===== config.mk =====
export PLATFORM = sky130hd
export DESIGN_NAME = alu_pipe
export DESIGN_NICKNAME = d
export VERILOG_FILES = /design/src/rtl/alu_pipe.sv
export SDC_FILE = /design/constraint.sdc
export NUM_CORES = 1
export LEC_CHECK = 0
export CAP_MARGIN = 0
export CORE_ASPECT_RATIO = 1.25
export CORE_MARGIN = 8
export CORE_UTILIZATION = 30
export CTS_CLUSTER_SIZE = 24
export DETAILED_ROUTE_END_ITERATION = 10
export GPL_TIMING_DRIVEN = 0
export PLACE_DENSITY = 0.53
export RECOVER_POWER = 100
export SLEW_MARGIN = 20
export SYNTH_ARGS = -nofsm -noshare
export SYNTH_HDL_FRONTEND = slang
export SYNTH_SLANG_ARGS = --single-unit

===== constraint.sdc =====
create_clock -name clk -period 5 [get_ports clk]
set_clock_uncertainty 0.1 [all_clocks]
set_input_delay 1.5 -clock clk [delete_from_list [all_inputs] [get_ports clk]]
set_output_delay 1.5 -clock clk [all_outputs]
set_load 0.05 [all_outputs]

===== src/rtl/alu_pipe.sv =====
// Pipelined ALU: 1-cycle arith/logic/shift, optional shift-add multiplier under ALU_PIPE_MUL_EN.
// Latency 1 (multiply MUL_CYCLES+1); result held while out_ready=0, G=0 freezes everything.
module alu_pipe #(
    parameter int WIDTH      = 8,
    parameter int MUL_CYCLES = WIDTH
) (
    input  logic             clk,
    input  logic             rst,
    input  logic             G,
    input  logic             in_valid,
    output logic             in_ready,
    input  logic [1:0]       O,
    input  logic [2:0]       S,
    input  logic [WIDTH-1:0] A,
    input  logic [WIDTH-1:0] B,
    input  logic             C1,
    output logic             out_valid,
    input  logic             out_ready,
    output logic [WIDTH-1:0] F,
    output logic             C2,
    output logic             Z,
    output logic             ERR
);
    typedef enum logic [1:0] {IDLE, MUL, HOLD} state_t;
    state_t state;

    logic             accept;
    logic [WIDTH-1:0] res_f;
    logic             res_c;
    logic             res_err;
    logic [WIDTH:0]   a_x, b_x, c_x, one_x, ext;

    // in_ready is also gated by rst so it drops the instant reset asserts
    assign in_ready = rst & G & (state == IDLE) & (~out_valid | out_ready);
    assign accept   = in_valid & in_ready;

    assign a_x   = {1'b0, A};
    assign b_x   = {1'b0, B};
    assign c_x   = {{WIDTH{1'b0}}, C1};
    assign one_x = (WIDTH+1)'(1);

    always_comb begin
        res_f   = '0;
        res_c   = 1'b0;
        res_err = 1'b0;
        ext     = '0;
        case (O)
            2'b00: begin
                // bit WIDTH of the extended result is carry for adds, borrow for subtracts
                case (S)
                    3'd0: ext = a_x + b_x;
                    3'd1: ext = a_x + b_x + c_x;
                    3'd2: ext = a_x - b_x;
                    3'd3: ext = a_x - b_x - c_x;
                    3'd4: ext = a_x + one_x;
                    3'd5: ext = a_x - one_x;
                    3'd6: ext = a_x;
                    default: ext = '0 - a_x;
                endcase
                res_f = ext[WIDTH-1:0];
                res_c = ext[WIDTH];
            end
            2'b01: begin
                case (S)
                    3'd0: res_f = A & B;
                    3'd1: res_f = A | B;
                    3'd2: res_f = A ^ B;
                    3'd3: res_f = ~(A & B);
                    3'd4: res_f = ~(A | B);
                    3'd5: res_f = ~(A ^ B);
                    3'd6: res_f = ~A;
                    default: res_f = B;
                endcase
            end
            2'b10: begin
                case (S)
                    3'd0: begin res_f = {A[WIDTH-2:0], 1'b0};      res_c = A[WIDTH-1]; end
                    3'd1: begin res_f = {1'b0, A[WIDTH-1:1]};      res_c = A[0];       end
                    3'd2: begin res_f = {A[WIDTH-1], A[WIDTH-1:1]}; res_c = A[0];      end
                    3'd3: res_f = {A[WIDTH-2:0], A[WIDTH-1]};
                    3'd4: res_f = {A[0], A[WIDTH-1:1]};
                    3'd5: begin res_f = {A[WIDTH-2:0], C1};        res_c = A[WIDTH-1]; end
                    3'd6: begin res_f = {C1, A[WIDTH-1:1]};        res_c = A[0];       end
                    default: res_f = {A[WIDTH/2-1:0], A[WIDTH-1:WIDTH/2]};
                endcase
            end
            default: res_err = 1'b1;
        endcase
    end

`ifdef ALU_PIPE_MUL_EN
    localparam int CW = $clog2(MUL_CYCLES + 1);

    logic [CW-1:0]      cnt;
    logic [2*WIDTH-1:0] prod, mcand, prod_nxt;
    logic [WIDTH-1:0]   mplier, mul_f;
    logic               hi_sel;

    assign prod_nxt = mplier[0] ? prod + mcand : prod;
    assign mul_f    = hi_sel ? prod_nxt[2*WIDTH-1:WIDTH] : prod_nxt[WIDTH-1:0];
`endif

    always_ff @(posedge clk or negedge rst) begin
        if (!rst) begin
            state     <= IDLE;
            out_valid <= 1'b0;
            F         <= '0;
            C2        <= 1'b0;
            Z         <= 1'b0;
            ERR       <= 1'b0;
`ifdef ALU_PIPE_MUL_EN
            cnt       <= '0;
            prod      <= '0;
            mcand     <= '0;
            mplier    <= '0;
            hi_sel    <= 1'b0;
`endif
        end else if (G) begin
            case (state)
                IDLE: begin
                    if (accept) begin
`ifdef ALU_PIPE_MUL_EN
                        if (O == 2'b11 && S[2:1] == 2'b00) begin
                            // F keeps the previous value until the product is ready
                            state     <= MUL;
                            out_valid <= 1'b0;
                            cnt       <= '0;
                            prod      <= '0;
                            mcand     <= {{WIDTH{1'b0}}, A};
                            mplier    <= B;
                            hi_sel    <= S[0];
                        end else
`endif
                        begin
                            out_valid <= 1'b1;
                            F         <= res_f;
                            C2        <= res_c;
                            Z         <= (res_f == '0);
                            ERR       <= res_err;
                        end
                    end else if (out_valid && out_ready) begin
                        out_valid <= 1'b0;
                    end
                end
`ifdef ALU_PIPE_MUL_EN
                MUL: begin
                    prod   <= prod_nxt;
                    mcand  <= mcand << 1;
                    mplier <= mplier >> 1;
                    cnt    <= cnt + 1'b1;
                    if (cnt == CW'(MUL_CYCLES - 1)) begin
                        state     <= HOLD;
                        out_valid <= 1'b1;
                        F         <= mul_f;
                        C2        <= |prod_nxt[2*WIDTH-1:WIDTH];
                        Z         <= (mul_f == '0);
                        ERR       <= 1'b0;
                    end
                end
`endif
                HOLD: begin
                    if (out_valid && out_ready) begin
                        state     <= IDLE;
                        out_valid <= 1'b0;
                    end
                end
                default: state <= IDLE;
            endcase
        end
    end
endmodule


== Word level (Yosys, flattened, before mapping) ==
Cells that the tools add are included.

* Flip-flop bits (word level): 14
* Input port bits: 27
* Output and inout port bits: 13
* Logic and storage cells: 61

* Add/subtract/negate cells: 7
* Eq/ne operators: 10
* Multiplexer cells: 12
* Bitwise logic cells: 14
* Reduce and logical (&&, ||, !) cells: 12

{| class="wikitable"
|+ Operators by type and width
! cell !! number
|-
| one-hot mux 8 bit (7 select lines) || 2
|-
| one-hot mux 9 bit (7 select lines) || 1
|-
| inverter 8 bit || 4
|-
| one-hot mux 8 bit (3 select lines) || 1
|-
| adder 8 x 1 -> 9 bit (second input constant) || 1
|-
| adder 8 x 8 -> 9 bit || 1
|-
| adder 9 x 1 -> 9 bit || 1
|-
| equality test 3 bit (second input constant) || 3
|-
| subtractor 1 x 8 -> 9 bit (first input constant) || 1
|-
| subtractor 8 x 1 -> 9 bit (second input constant) || 1
|-
| subtractor 8 x 8 -> 9 bit || 1
|-
| subtractor 9 x 1 -> 9 bit || 1
|-
| AND 8 bit || 1
|-
| zero test 8 bit || 1
|-
| OR 8 bit || 1
|-
| bitwise XOR 8 bit || 1
|-
| equality test 3 x 2 -> 1 bit (second input constant) || 2
|-
| one-hot mux 1 bit (2 select lines) || 3
|-
| AND reduction 3 bit || 2
|-
| OR reduction 3 bit || 2
|-
| AND 1 bit || 4
|-
| equality test 2 bit (second input constant) || 2
|-
| zero test 2 bit || 2
|-
| one-hot mux 2 bit (2 select lines) || 1
|-
| other kinds (12) || 15
|}

== Depth between registers and ports, before layout ==
Gate-level depths: netlist of the first run.

* Depth after elaboration: 6
* Depth in mapped cells: 15
* Gate-level depth less buffers: 12

== Worst setup path after synthesis of the first run ==
OpenSTA, ideal clock, no wires.

* Kind: input to register
* Start point: input port A[0]
* End point: register Z
* Library setup time: 104 ps
* Arrival: 4511 ps
* Required time: 4796 ps
* Path slack: 286 ps
* Cell stages on the path: 12
* Path buffers: 1
* Path through: clkbuf_1 > inv_1 > ha_1 > fa_1 > mux2_4 > a221o_1 > a222oi_1 > nor2_1 > nor4b_2 > inv_1 > or3_1 > o41ai_2

* Cells in the longest elaborated chain, start to end: 5
* Elaborated cells between the ends (all ways): 19
* Those cells by class: add/sub (7); mux (4); bitwise (7); reduce/logical (1)

{| class="wikitable"
|+ RTL lines
! element !! line !! text
|-
| start: declaration || 14 || <nowiki>input logic [WIDTH-1:0] A,</nowiki>
|-
| subtractor 8 x 8 -> 9 bit, or another cell as far along || 53, 54 ||
|-
| subtractor 9 x 1 -> 9 bit, or another cell as far along || 54 || <nowiki>3'd3: ext = a_x - b_x - c_x;</nowiki>
|-
| one-hot mux 9 bit (7 select lines) / one-hot mux 8 bit (7 select lines) (equally long branches) || 50, 64 ||
|-
| one-hot mux 8 bit (3 select lines) * || 47 || <nowiki>case (O)</nowiki>
|-
| zero test 8 bit * || 138 || <nowiki>Z <= (res_f == '0);</nowiki>
|-
| end signal: assignment || 138 ||
|-
| end: declaration || 21 || <nowiki>output logic Z,</nowiki>
|}

Mark *: on every way between the ends. The rest lies on a longest branch, timed or not.
A chain may end at the register's enable or synchronous reset.

== Worst setup path in the final report of the first run ==
* Start point: input port A[2]
* End point: register Z

The elaborated chain is that of the path after synthesis.

==> results of run 1 <==
flip-flops by register name, summed over array words and instances (netlist names):
| register | cells |
|---|---|
| out_valid | 1 |
| ERR | 1 |
| C2 | 1 |
| F | 8 |
| Z | 1 |
through the flow:
| stage | power (mW) | instance area [sq um] | setup TNS (ps) |
|---|---|---|---|
| after floorplan | 0.5252 | 3879 | 0 |
| after global placement | 0.7148 | 4469 | -5872 |
| after detailed placement | 0.7160 | 4469 | -6034 |
| after CTS | 0.8832 | 4698 | -26.51 |
| after global routing | 0.9349 | 4741 | 0 |
| final | 0.8824 | 4741 | 0 |
synth_stat cells, types with 6 or more instances:
cell type	number	area, sq um
o21ai_0	46	230.2
nor2b_1	15	93.84
inv_1	33	123.9
o221ai_1	10	87.58
nor4_1	6	37.54
nand3_1	15	75.07
or2_2	7	43.79
a211oi_1	10	75.07
mux2i_1	9	90.09
xnor2_1	16	140.1
ha_1	36	450.4
nor3_1	13	65.06
nand2_1	36	135.1
clkbuf_1	20	75.07
nor3b_1	8	60.06
nor2_1	37	138.9
a31oi_1	7	43.79
xor2_1	8	70.07
dfrtp_1	12	300.3
o22ai_1	8	50.05
buf_2	11	55.05
o211ai_1	7	52.55
a21oi_1	28	140.1
clkbuf_8	6	82.58
mux2_2	12	135.1
a311oi_1	6	52.55
power by group:
part | switching [mW] | internal, mW | total [mW] | leakage (nW)
Sequential | 0.0101 | 0.119 | 0.129 | 0.153
Combinational | 0.379 | 0.235 | 0.614 | 1.74
Clock | 0.0357 | 0.104 | 0.139 | 0.0370
critical path, cell delays in order:
cell and delay (ps):
dlygate4sd2_1 340, clkbuf_8 230, inv_1 120, ha_1 300, buf_4 150, nor2b_1 240
a211oi_2 110, or3_1 500, xnor2_1 250, o32a_1 190, nand4b_1 190, or3_1 470
o41ai_2 320
repair_timing:
item	in CTS	in global routing
setup buffers	2	2
hold endpoints to repair	0	0
setup endpoints to repair	9	5
resized for setup	47	31
pin swaps	2	2
placed cells by master, fill, tap and decap left out, drive strengths merged, types with 6 or more instances in the layout:
master	n
dlygate4sd3	13
o22ai	8
nor3	13
a211oi	10
nor2b	15
mux2	13
inv	32
a311oi	6
or2	7
o221ai	10
o21ai	46
a31oi	7
xnor2	16
nand2	37
ha	36
mux2i	9
xor2	8
a21oi	29
clkdlybuf4s50	16
nand3	15
nor2	37
o211ai	7
dfrtp	12
buf	21
clkbuf	31
nor3b	8
nor4	6
kinds of logic (layout without fill, tap and decap cells):
| kind of cell | count (synthesis) | after routing | synth area share (%) |
|---|---|---|---|
| xor+xnor | 27 | 27 | 7.161 |
| simple gates | 167 | 167 | 22.48 |
| buf+inv | 78 | 121 | 10.48 |
| flops | 12 | 12 | 7.742 |
| compound gates | 173 | 173 | 30.45 |
| fa+ha+maj | 39 | 39 | 13.16 |
| mux | 26 | 26 | 8.516 |
how the worst min path moves through the flow:
stage          start   end  slack, ps
4_1_cts            Z     Z        390
5_1_grt         F[0]  F[0]        410
6_report           Z     Z        390
2_1_floorplan   F[2]  F[2]        650
3_3_place_gp     ERR   ERR        370
3_5_place_dp       Z     Z        380
per-layer routing:
metal,up-vias,part of all wire (%),track usage (%)
met2,200,49,33.27
met5,-,0,0
li1,2040,-,-
met1,2195,41,23.53
met4,0,4.8,9.257
met3,52,5.3,2.292
layout make-up:
| class | instances | area, sq um |
|---|---|---|
| clock buffer | 3 | 75.07 |
| tap | 168 | 210.2 |
| inverter | 34 | 133.9 |
| buffer | 42 | 319.1 |
| sequential | 12 | 300.3 |
| timing repair buffer | 42 | 397.9 |
| multi-input combinational | 432 | 3304 |
| fill | 1368 | 7921 |
==> results summary, run 1 <==
TritonCTS built the clock tree. Setup repair after global routing left no endpoint under its margin. The flow ran to the end, and the final reports show no timing, DRC or antenna violations. In this run the deepest clock path goes through 2 buffers. The worst setup path is launched from a primary input. Synthesis inferred 12 register bits. The endpoint of the worst-slack reg-to-reg timing path is Z.

The shortest clock period the worst path allows after layout came out at 4899 ps. The worst hold path cell count is 2. The worst pin sits at a relative slew slack of 45.18%. The aggregate global routing overflow is 0. The area growth from synthesis to layout is 22.23%. Across the VDD grid, the largest voltage drop is between 200 and 300 uV. The remaining design rule violation count is 0. The number of maximum-capacitance constraint violations is 0. The worst path arrival time is 4930 ps.

The post-layout utilization of the core is 37.44%. The number of antenna violations at the first check in global routing came out at 0. The initial DRC count came out at about 340.

Hold is met by 385.8 ps. The most frequently used flop master after synthesis is dfrtp_1. The maximum number of pins on one net before global-route repair came out at 14. The clock insertion delay at the later pin of the skew report is 230 ps. The post-detailed-route wirelength per cell is between 20 and 25 um.

The register area share after synthesis is 7.742%. After synthesis, the netlist uses 75 different library cells. The number of failing hold endpoints at the final stage came out at 0. The total routed wirelength came out at 16.66 mm. The async set or reset register ratio after synthesis came out at 100.0%. The final worst slack came out at 100.9 ps. The final estimated routing congestion in global placement is 0.9277. The required time of the worst setup path came out at 5030 ps. CTS built an H-tree with a depth of 1. The worst setup path is captured at a flip-flop.

In this run, post-CTS hold repair placed 0 buffers. The number of buffers inserted during clock tree synthesis is 3. The count of boundary I/O pins came out at 40. The HPWL after detailed placement came out at ~13 mm. The net total in the final layout came out at 633.

The placement-stage worst setup slack is -1150 ps. The first TritonRoute pass finished after 6 iterations. The via count of the first global-routing pass is between 4,000 and 5,000. The area of the die came out at 16,850 sq um. The clock transition at the registers of the reported paths is 40 ps.

The global-route wire length before repair is between 20 and 30 mm. The source of the critical timing path is A[2]. The clock drives 12 sinks.

The clock tree root driver cell is clkbuf_16. The number of slew-limit violations in the final report came out at 0. Measured along the y axis, the die boundary spans 143.1 um. The placed instance count came out at about 730. The peak fanout along the critical path came out at 10. Cells with a size suffix above 1 make up 16.46% of the layout. The top achievable clock speed is roughly 200 MHz.

The path type of the worst min-delay path is reg2reg. The site row count came out at 46. Summed over all cells, the static leakage comes to approximately 1.9 nW. The most critical setup path has its endpoint at Z. The residual antenna-violating net count after detailed routing came out at 0. The diode insertion count for antenna repair is 0. The mean instance size in the synthesized netlist is 7.430 sq um. The synthesized instance count is 522. The starting density of the core came out at 30.63%. The critical path is of the in2reg type. The worst setup slack for register-to-register paths is 2800 ps. The combined area of all synthesized cells came out at roughly 3900 sq um.

The filler-free cell count of the finished design came out at 733. At the pin with the least slew margin, the transition time is 820.5 ps. Using the TritonRoute via totals, the vias-per-cell ratio works out to 6.121. In this run the horizontal extent of the chip is 117.7 um.

The number of input and output port buffers inserted came out at 38. The final critical path takes up 97.98% of the cycle. The total routing usage reported by global routing is 19.32%. The depth of the worst register-to-register path came out at 6. The number of setup violations in the final report came out at 0. The total number of yosys warnings came out at 0. In this run, synthesis inferred 0 flip-flops with an integrated enable. The placeable core region came out at 12,660 sq um. The routed layout has between 4,000 and 5,000 vias. The reg-to-reg critical path startpoint is out_valid.

Power spread over the standard cell area amounts to 186.1 nW/um^2. Counting every net in the synthesized netlist gives 588.
Note: power is estimated with default switching activity, not from simulation.
==> run 2: changes to the inputs <==
--- a/config.mk
+++ b/config.mk
@@ -14,6 +14,7 @@
 export GPL_TIMING_DRIVEN = 0
 export PLACE_DENSITY = 0.53
 export RECOVER_POWER = 100
+export SETUP_SLACK_MARGIN = 0.1
 export SLEW_MARGIN = 20
 export SYNTH_ARGS = -nofsm -noshare
 export SYNTH_HDL_FRONTEND = slang
==> results summary, run 2 (same netlist as run 1, synthesis figures left out) <==
After detailed routing, the average wire length per cell comes to 22.50 um. TritonCTS built the clock tree. The final worst slack came out at 199.2 ps. OpenSTA, run right after detailed placement, puts the worst setup slack at -1150 ps.

The final-layout fill cell count came out at ~1,400. The first global-routing pass estimated 25.84 mm of wire. The number of failing hold endpoints at the final stage came out at 0.

The number of slew-limit violations in the final report was 0. The number of detailed-route iterations in the first pass came out at 5. The final critical path takes up 96.02% of the cycle. The final estimated routing congestion in global placement is 0.9277. The net total in the final layout came out at 641. The via count of the first global-routing pass is 4,368.

The setup path with the least slack is of type in2reg. The clock tree root driver cell is clkbuf_16. The worst path arrival time came out at 4830 ps. For this run the aggregate overflow at the end of global routing stands at 0.

The total routed wirelength is 16.67 mm. The clock net sink count came out at 12. The total power per unit cell area came out at 184.5 nW/um^2.

After detailed routing, the number of vias per cell comes to approximately 6.1. The number of input and output port buffers inserted is 38. Measured on the finished design, the core utilization comes to 38.01%. In this run the worst hold path is classified as reg2reg.

The worst setup path is captured at a flip-flop. The total leakage power came out at 1.949 nW. The HPWL after detailed placement came out at 13.22 mm. In this run the core area contains 46 standard-cell rows. The hold buffer count at CTS is 0.

The count of nets left with antenna violations once routing finished came out at 0. The worst-case vdd ir drop came out at 269.0 uV. Global routing used around a fifth of the available tracks. The count of vias placed by the detailed router is 4,510. The clock transition at the registers of the reported paths is 40 ps. The library cell used most frequently in the layout, excluding fill and tap cells, is o21ai_0. The remaining design rule violation count came out at 0. The worst pin sits at a relative slew slack of 43.33%. The final instance area is between 4000 and 5000 sq um. F holds more flip-flops than any other register. The slew at the pin with the worst max-slew slack came out at 848.2 ps.

The area of the die came out at 16,850 sq um. The number of setup violations in the final report is 0. Once placement finished, the instance area stood at between 4000 and 5000 sq um. The flow ran to the end, and the final reports show no timing, DRC or antenna violations. The flip-flop count of the largest register, all copies and words added came out at 8. The initial DRC count is 379. The critical path launch point type is a primary input.

Setup repair after global routing could not meet its margin everywhere. The number of maximum-capacitance constraint violations came out at 0. In the layout the commonest cells are 46 x o21ai_0, 37 x nor2_1, 36 x nand2_1, 31 x ha_1, 30 x inv_1.

The overall die width is 117.7 um. The starting density of the core is 30.63%. The layout cell share with drive strength beyond 1 came out at 18.15%. The required time of the worst setup path came out at slightly above 5000 ps.

The maximum number of pins on one net before global-route repair is 14. The top achievable clock speed came out at 208.3 MHz. The diode insertion count for antenna repair came out at 0. The number of antenna violations at the first check in global routing came to 0. The clock passes through at most 2 buffers.

The smallest clock period supported by the final layout is computed as 4801 ps. The die is between 100 and 150 um tall. The count of boundary I/O pins is 40. Across all register-to-register paths, the minimum setup slack is 2730 ps.

The synthesis-to-layout area growth came out at 24.10%. The peak fanout along the critical path is 6. The deepest level of the CTS H-tree is 1. The clock insertion delay at the later pin of the skew report is 230 ps.

In this run the standard cell core region covers between 10,000 and 15,000 sq um. Counting the buffers created by CTS gives 3.
[run 2: final cells by class]
cell class                      count  area (sq um)  share of cell area (%)
Timing Repair Buffer               49         437.9                   9.098
Sequential cell                    12         300.3                   6.239
Clock buffer                        3         75.07                   1.560
Inverter                           34         137.6                   2.859
Buffer                             43         339.1                   7.044
Tap cell                          168         210.2                   4.367
Multi-Input combinational cell    432          3313                   68.83
[run 2: stage by stage]
stage,hold WS [ps],std cells,power (mW),setup TNS [ps]
5_1_grt,405.9,741,0.9422,0
3_3_place_gp,368.8,728,0.7148,-5872
3_5_place_dp,382.6,728,0.7160,-6034
6_report,386.1,741,0.8881,0
2_1_floorplan,646.8,522,0.5252,0
4_1_cts,394.3,734,0.8812,0
[run 2: worst max-delay path, cell delays in order]
cell,delay [ps]
clkbuf_4,160
clkbuf_8,150
clkinvlp_4,110
ha_2,240
fa_2,390
buf_4,150
xnor2_2,220
nand2_1,90
or3_1,410
xnor2_1,250
o32a_1,200
nand4b_1,190
or3_4,450
o41ai_2,310
[run 2: layer usage]
metal | wire length [um] | GRT usage [%]
met3 | 1041 | 2.134
met4 | 842 | 9.392
met1 | 6685 | 23.50
met2 | 8101 | 33.21
met5 | 0 | 0
[run 2: path summary, 6_finish.rpt]
check / from / to / cells past startpoint
setup reg to reg: out_valid / Z / 6
max in group asynchronous: rst / F[0] / 1
setup / recovery: A[0] / Z / 14
hold / removal: Z / Z / 2
min in group asynchronous: rst / F[6] / 1
hold reg to reg: Z / Z / 2
[run 2: power by group]
group	total [mW]	internal (mW)	switching, mW
combinational	0.620	0.240	0.379
clock	0.139	0.104	0.0359
sequential	0.129	0.119	0.0102
[run 2: timing repair]
item / 4_1_cts / 5_1_grt
pin swaps: 2 / 5
endpoints found under the setup margin: 9 / 5
setup buffers: 4 / 7
resized for setup: 56 / 35
